==> config.mk <==
export PLATFORM = sky130hd
export DESIGN_NAME = i2s_tx_serializer
export DESIGN_NICKNAME = d
export VERILOG_FILES = /design/src/rtl/waves_pkg.sv /design/src/rtl/i2s_sck_gen.sv /design/src/rtl/i2s_tx_serializer.sv
export SDC_FILE = /design/constraint.sdc
export NUM_CORES = 1
export LEC_CHECK = 0
export CORE_ASPECT_RATIO = 1.75
export CORE_MARGIN = 2
export CORE_UTILIZATION = 54
export CTS_CLUSTER_SIZE = 8
export DETAILED_ROUTE_END_ITERATION = 12
export PLACE_DENSITY = 0.83
export SLEW_MARGIN = 10
export SYNTH_ARGS = -nofsm -noshare
export SYNTH_HDL_FRONTEND = slang
export SYNTH_SLANG_ARGS = --single-unit
==> constraint.sdc <==
create_clock -name clk -period 2.4 [get_ports clk]
set_input_delay 0.72 -clock clk [delete_from_list [all_inputs] [get_ports clk]]
set_output_delay 0.72 -clock clk [all_outputs]
set_load 0.02 [all_outputs]
==> src/rtl/waves_pkg.sv <==
// Shared types and constants for the wave generator datapath.
package waves_pkg;

  typedef logic signed [15:0] sample_t;

  localparam int unsigned FRAME_BITS          = 32;
  localparam int unsigned I2S_CLK_DIV_DEFAULT = 8;

endpackage

==> src/rtl/i2s_sck_gen.sv <==
// I2S bit-clock generator: divides clk down to SCK and flags each SCK falling edge.
// en low holds the divider and SCK in their reset state.
module i2s_sck_gen
  import waves_pkg::*;
#(
  parameter int unsigned CLK_DIV = I2S_CLK_DIV_DEFAULT
) (
  input  logic clk,
  input  logic rst_n,
  input  logic en,
  output logic i2s_sck,
  output logic fall_evt
);

  localparam int unsigned CNT_W = $clog2(CLK_DIV);
  localparam logic [CNT_W-1:0] CNT_MAX = CNT_W'(CLK_DIV - 1);

  logic [CNT_W-1:0] div_cnt;
  logic             wrap;

  assign wrap = (div_cnt == CNT_MAX);

  // Strobe coincides with the clk edge on which SCK goes 1->0.
  assign fall_evt = rst_n & en & wrap & i2s_sck;

  // Divider counter and SCK toggle register.
  always_ff @(posedge clk) begin
    if (!rst_n || !en) begin
      div_cnt <= '0;
      i2s_sck <= 1'b0;
    end else if (wrap) begin
      div_cnt <= '0;
      i2s_sck <= ~i2s_sck;
    end else begin
      div_cnt <= div_cnt + 1'b1;
    end
  end

endmodule

==> src/rtl/i2s_tx_serializer.sv <==
// Mono I2S transmitter: one holding register fed by valid/ready, each sample sent in
// both the left and right slots, MSB first. Defining I2S_LEFT_JUSTIFIED_EN switches
// from Philips timing (MSB one SCK after WS) to left-justified (MSB aligned with WS).
module i2s_tx_serializer
  import waves_pkg::*;
#(
  parameter int unsigned CLK_DIV  = I2S_CLK_DIV_DEFAULT,
  parameter int unsigned SAMPLE_W = 16
) (
  input  logic                       clk,
  input  logic                       rst_n,
  input  logic                       en,
  input  logic signed [SAMPLE_W-1:0] sample_in,
  input  logic                       sample_valid,
  output logic                       sample_ready,
  output logic                       i2s_sck,
  output logic                       i2s_ws,
  output logic                       i2s_sd,
  output logic                       underrun
);

  localparam int unsigned FRAME_W = 2 * SAMPLE_W;
  localparam int unsigned IDX_W   = $clog2(FRAME_W);

`ifdef I2S_LEFT_JUSTIFIED_EN
  localparam logic [IDX_W-1:0] LOAD_IDX   = IDX_W'(0);
  localparam logic [IDX_W-1:0] RELOAD_IDX = IDX_W'(SAMPLE_W);
`else
  localparam logic [IDX_W-1:0] LOAD_IDX   = IDX_W'(1);
  localparam logic [IDX_W-1:0] RELOAD_IDX = IDX_W'(SAMPLE_W + 1);
`endif

  logic                fall_evt;
  logic [IDX_W-1:0]    bit_idx;
  logic [IDX_W-1:0]    next_idx;
  logic [SAMPLE_W-1:0] hold_reg;
  logic                hold_full;
  logic [SAMPLE_W-1:0] last_sample;
  logic [SAMPLE_W-1:0] shift_reg;
  logic [SAMPLE_W-1:0] shift_next;
  logic                load_new;
  logic                reload;
  logic                xfer;

  i2s_sck_gen #(
    .CLK_DIV (CLK_DIV)
  ) u_sck_gen (
    .clk      (clk),
    .rst_n    (rst_n),
    .en       (en),
    .i2s_sck  (i2s_sck),
    .fall_evt (fall_evt)
  );

  assign sample_ready = ~hold_full;
  assign xfer         = sample_valid & sample_ready;
  assign next_idx     = (bit_idx == IDX_W'(FRAME_W - 1)) ? '0 : bit_idx + 1'b1;
  assign load_new     = fall_evt & (next_idx == LOAD_IDX);
  assign reload       = fall_evt & (next_idx == RELOAD_IDX);

  // Next shift-register contents for a fall event: fresh/repeated sample or plain shift.
  always_comb begin
    shift_next = shift_reg << 1;
    if (load_new) begin
      shift_next = hold_full ? hold_reg : last_sample;
    end else if (reload) begin
      shift_next = last_sample;
    end
  end

  // Holding and last-sample registers; they keep running while en is low.
  // The slot load sees hold_full before any same-edge transfer lands.
  always_ff @(posedge clk) begin
    if (!rst_n) begin
      hold_reg    <= '0;
      hold_full   <= 1'b0;
      last_sample <= '0;
    end else begin
      if (xfer) begin
        hold_reg  <= sample_in;
        hold_full <= 1'b1;
      end else if (load_new && hold_full) begin
        hold_full <= 1'b0;
      end
      if (load_new && hold_full) begin
        last_sample <= hold_reg;
      end
    end
  end

  // One-clk underrun pulse when a frame starts with the holding register empty.
  always_ff @(posedge clk) begin
    if (!rst_n) begin
      underrun <= 1'b0;
    end else begin
      underrun <= load_new & ~hold_full;
    end
  end

  // Frame position, WS and SD; all change on the SCK falling edge.
  always_ff @(posedge clk) begin
    if (!rst_n || !en) begin
      bit_idx   <= '0;
      shift_reg <= '0;
      i2s_ws    <= 1'b0;
      i2s_sd    <= 1'b0;
    end else if (fall_evt) begin
      bit_idx   <= next_idx;
      shift_reg <= shift_next;
      i2s_ws    <= (next_idx >= IDX_W'(SAMPLE_W));
      i2s_sd    <= shift_next[SAMPLE_W-1];
    end
  end

endmodule

# After elaboration in Yosys (flattened, before gate mapping)

Index checks and enable logic that the tools add are counted.

Bits in registers: 60
Bits in latches: 0
RAM bits: 0
Bits in read-only memories: 0
Input port bits: 20
Output and inout port bits: 5
Word-level logic and storage cells: 38
Memories: 0

Add/subtract/negate cells: 2
$mul: 0
Div/mod/pow operators: 0
$lt $le $gt $ge: 1
Eq/ne operators: 4
Shifts and indexed selects: 0
Mux-type cells: 6
Bitwise logic cells: 9
Reductions and logical operators: 6

Operators by type and width:

| kind                | count |
|---|---|
| $mux 16             | 3 |
| $eq 5x5->1 const B  | 2 |
| $and 1x1->1         | 7 |
| $add 5x1->5 const B | 1 |
| $eq 5x1->1 const B  | 1 |
| $ge 5x5->1 const B  | 1 |
| $mux 5              | 1 |
| $add 3x1->3 const B | 1 |
| $eq 3x3->1 const B  | 1 |
| $logic_not 1->1     | 2 |
| $mux 1              | 2 |
| $not 1->1           | 2 |
| $reduce_bool 2->1   | 1 |
| $reduce_or 2->1     | 1 |
| $logic_and 1x1->1   | 1 |
| $logic_or 1x1->1    | 1 |

# Depth between registers and ports, before layout

Depth after elaboration: 7
Depth in mapped cells: 10
Mapped depth without buffers: 7

# By module

Synthesis repeated with hierarchy kept, for this count alone.

Cell total of the unflattened synthesis: 319
Area, all modules: 2851.5 sq um

By module, submodules not included:

| module            | times used | cells each | area each (sq um) | sequential area each (sq um) |
|---|---|---|---|---|
| i2s_tx_serializer | 1          | 306        | 2691.3            | 1101.1 |
| i2s_sck_gen       | 1          | 13         | 160.2             | 80.1 |

# Least setup slack after synthesis

No wires, ideal clock.

Path type: register to register
Start: register bit_idx[0]
End: register shift_reg[13]
Data arrival time: 2034 ps
Path slack: 292 ps
Stages on the path, launching flop included: 9
Buffers on the path: 1
Period minus slack after synthesis: 2108 ps
Cells stage by stage: dfxtp_1 ha_1 and3_2 ha_1 and2b_1 clkbuf_1 nand3_1 o31a_1 a31oi_1

Cells in the longest elaborated chain, start to end: 6

Ends and longest elaborated chain:

| what                                      | line                     | RTL |
|---|---|---|
| from (decl)                               | i2s_tx_serializer.sv:34  | `logic [IDX_W-1:0] bit_idx;` |
| from (signal assigned)                    | i2s_tx_serializer.sv:108 | `bit_idx <= next_idx;` |
| $add 5x1->5 or $eq 5x5->1 (tied branches) | i2s_tx_serializer.sv:57  | `assign next_idx = (bit_idx == IDX_W'(FRAME_W - 1)) ? '0 : bit_idx + 1'b1;` |
| $mux 5 *                                  | i2s_tx_serializer.sv:57  |  |
| net next_idx[4]                           | i2s_tx_serializer.sv:35  | `logic [IDX_W-1:0] next_idx;` |
| $eq 5x5->1                                | i2s_tx_serializer.sv:59  | `assign reload = fall_evt & (next_idx == RELOAD_IDX);` |
| $and 1x1->1                               | i2s_tx_serializer.sv:59  |  |
| $mux 16                                   | i2s_tx_serializer.sv:66  | `end else if (reload) begin` |
| $mux 16 *                                 | i2s_tx_serializer.sv:64  | `if (load_new) begin` |
| to (signal assigned)                      | i2s_tx_serializer.sv:109 | `shift_reg <= shift_next;` |
| to (decl)                                 | i2s_tx_serializer.sv:39  | `logic [SAMPLE_W-1:0] shift_reg;` |

The timed path passes the listed nets; every way through them passes the cells marked *.
A chain may end at the register's enable or synchronous reset.

# Worst setup path in the final report

Start: register bit_idx[0]
End: register shift_reg[1]

Same word-level chain as after synthesis.

==> metrics.cfg <==
[cells_and_area]
fin_util=0.654
syn2layout_area_growth_pct=17.8
nets=381
finalNonFillerCells=414
n_fill_cell=425
n_antenna_cell=0
drive_above_1_share=0.103
final_cell_mix=dfxtp_1 (59), nand2_1 (56), o21ai_0 (44)
layout_commonest_cell=dfxtp_1

[yosys]
syn_nets=362
synth_seq_area_share=0.435
synth.distinct_cells=42
syn_area_per_cell_um2=8.06
synth_area_um2=2720
synthCells=337
synth-seq-cells=59
ys_warn_count=0

[grt]
grt_max_degree=48
grt_pass1_wl_mm=10.2
antenna_found_initial=0
grt_usage=0.227
grt-ovfl-total=0
grt_pass1_vias=2381

[clock_network]
clkTransAtPathRegs_ns=0.06
htree_levels=3
clock-root-buffer=clkbuf_8
cts_tree=built
cts_inserted_buffers=9
clk_latency_ns=0.34
ctsLongestPathBuffers=2
cts.sinks=59

[critical_path]
path_cells=ha_1 > and3_2 > ha_1 > and2b_2 > nor2_4 > buf_4 > nand4_1 > a31oi_1
r2r_slack_ns=0.23
rr_worst_depth=8
critPathKind=reg2reg
r2r_end=shift_reg[1]
rr_startpoint=bit_idx[0]
path_common_cell=ha_1
cp-start-kind=flop
endpoint_kind=flop
crit_required_ns=2.66
cp.arrival_ns=2.43
max_stage_delay_ns=0.35
cp_slowest_cell=dfxtp_1
critPathMaxFanout=16

[timing]
skew_ns=0.00419
slew_headroom=0.632
setup_viol=0
rsz0062_at_grt=false
final_hold_viol_count=0
clock.fmax_mhz=461
period_minus_slack_ns=2.17
drv_slew=0
tightestPinTransition_ns=0.552
tns_ns=0
finalCritPeriodShare=0.905

[detailed_routing]
drt_iter0_drc=88
vias=2493
antenna_left=0
firstDrtPassIters=4
drt_wl_total_mm=5.80
drt-wirelength-per-cell_um=14.0
drc=0
post_drt_via_cell_ratio=6.02

[die]
die_w_um=57.6
die_area_um2=5640
core_um2=4890
start_util=0.555
die_h_um=97.8
rows=34
pin_count=25

[placed_design]
hpwl_mm=4.20
dp.cells=397
gp_congestion=0.857
portBuffers=24

[power]
cellPowerDensity_nw_per_um2=616
leakage_nw=1.19
total_power_mw=1.97
ir_drop_v=0.000445

[job]
cap_violations=0

[worst_hold_path]
hold_class=reg2reg
hold_depth=1
hold_start=u_sck_gen.div_cnt[0]
min_to=u_sck_gen.div_cnt[0]

[outcome]
outcome=finished clean

[cell families after synthesis]
kind of cell               after synthesis  share of synthesized area
AOI/OAI and AO/OA                      103                      0.212
xor gates and xnor gates                 2                    0.00921
adders and majority gates                5                     0.0230
buffers and inverters                   34                     0.0649
DFF                                     59                      0.435
muxes                                    3                     0.0129
and+or+nand+nor                        131                      0.243
[final cells by class]
type,instances,area [um2],area share
multi-input cells,244,1370,0.429
flip-flops and latches,59,1180,0.369
repair buffers,37,363,0.113
clock buffers,14,193,0.0602
well taps,54,67.6,0.0211
inverters,5,18.8,0.00586
clock inverters,1,5.00,0.00156
[cell usage after synthesis (all sizes together)]
library cell  number  area share
nor2              10       0.017
and3              16       0.039
a31oi             29       0.067
nor4               1      0.0023
a21oi             21       0.039
o31a               1      0.0032
o21ai             49       0.094
ha                 5       0.023
mux2i              2      0.0074
inv                4      0.0055
o211ai             1      0.0028
buf               16       0.040
and4               1      0.0032
nand2             56       0.077
mux2               1      0.0055
and3b              1      0.0032
nor4b              1      0.0032
or2                1      0.0023
nor3b              2      0.0055
dfxtp             59        0.43
o211a              1      0.0037
nor3               1      0.0018
xnor2              2      0.0092
and2b              1      0.0028
clkbuf            13       0.018
clkinv             1      0.0014
nor2b              2      0.0046
o21a               1      0.0028
nand3             19       0.035
nand4             17       0.041
and2               2      0.0046
[where the power goes]
part | internal (mW) | switching (mW) | leakage (nW) | total [mW]
Clock | 0.508 | 0.353 | 0.105 | 0.861
Sequential | 0.998 | 0.0133 | 0.478 | 1.01
Combinational | 0.0517 | 0.0502 | 0.607 | 0.102
[metrics by stage]
step / hold WS (ns) / worst slack [ns] / area (um2)
after floorplan: 0.404 / 0.292 / 2720
after global placement: 0.416 / 0.198 / 2980
after detailed placement: 0.421 / 0.146 / 2980
after CTS: 0.430 / 0.0982 / 3170
after global routing: 0.456 / 0.0456 / 3200
final: 0.425 / 0.229 / 3200
[worst max-delay path: cells and delay by family, from the launching register on]
kind,cells,cell delay [ns]
AOI/OAI and AO/OA,1,0.19
adders and majority gates,2,0.59
buffers and inverters,1,0.15
DFF,1,0.35
and+or+nand+nor,4,0.81
[how the worst max path moves through the flow]
stage                     from             end  slack [ns]  depth (start not counted)
floorplan           bit_idx[0]   shift_reg[13]        0.29                          8
global placement            en  last_sample[3]        0.20                          6
detailed placement  bit_idx[0]    shift_reg[1]        0.15                          7
CTS                 bit_idx[0]   shift_reg[10]         0.1                          7
global route        bit_idx[0]    shift_reg[6]        0.05                          8
finish              bit_idx[0]    shift_reg[1]        0.23                          8
[per-layer routing]
metal	GRT usage	vias to the layer above	part of all wire
met2	0.373	77	0.52
li1	-	1243	-
met5	0	-	0
met3	0.0543	16	0.046
met1	0.249	1157	0.41
met4	0.154	0	0.031
[what timing repair did]
action,in CTS,in global routing
endpoints found under the hold margin,0,0
buffers inserted,0,2
endpoints found under the setup margin,0,15
gates resized for setup,0,2
hold buffers,0,0
No activity file was read; power rests on OpenSTA's default activity.
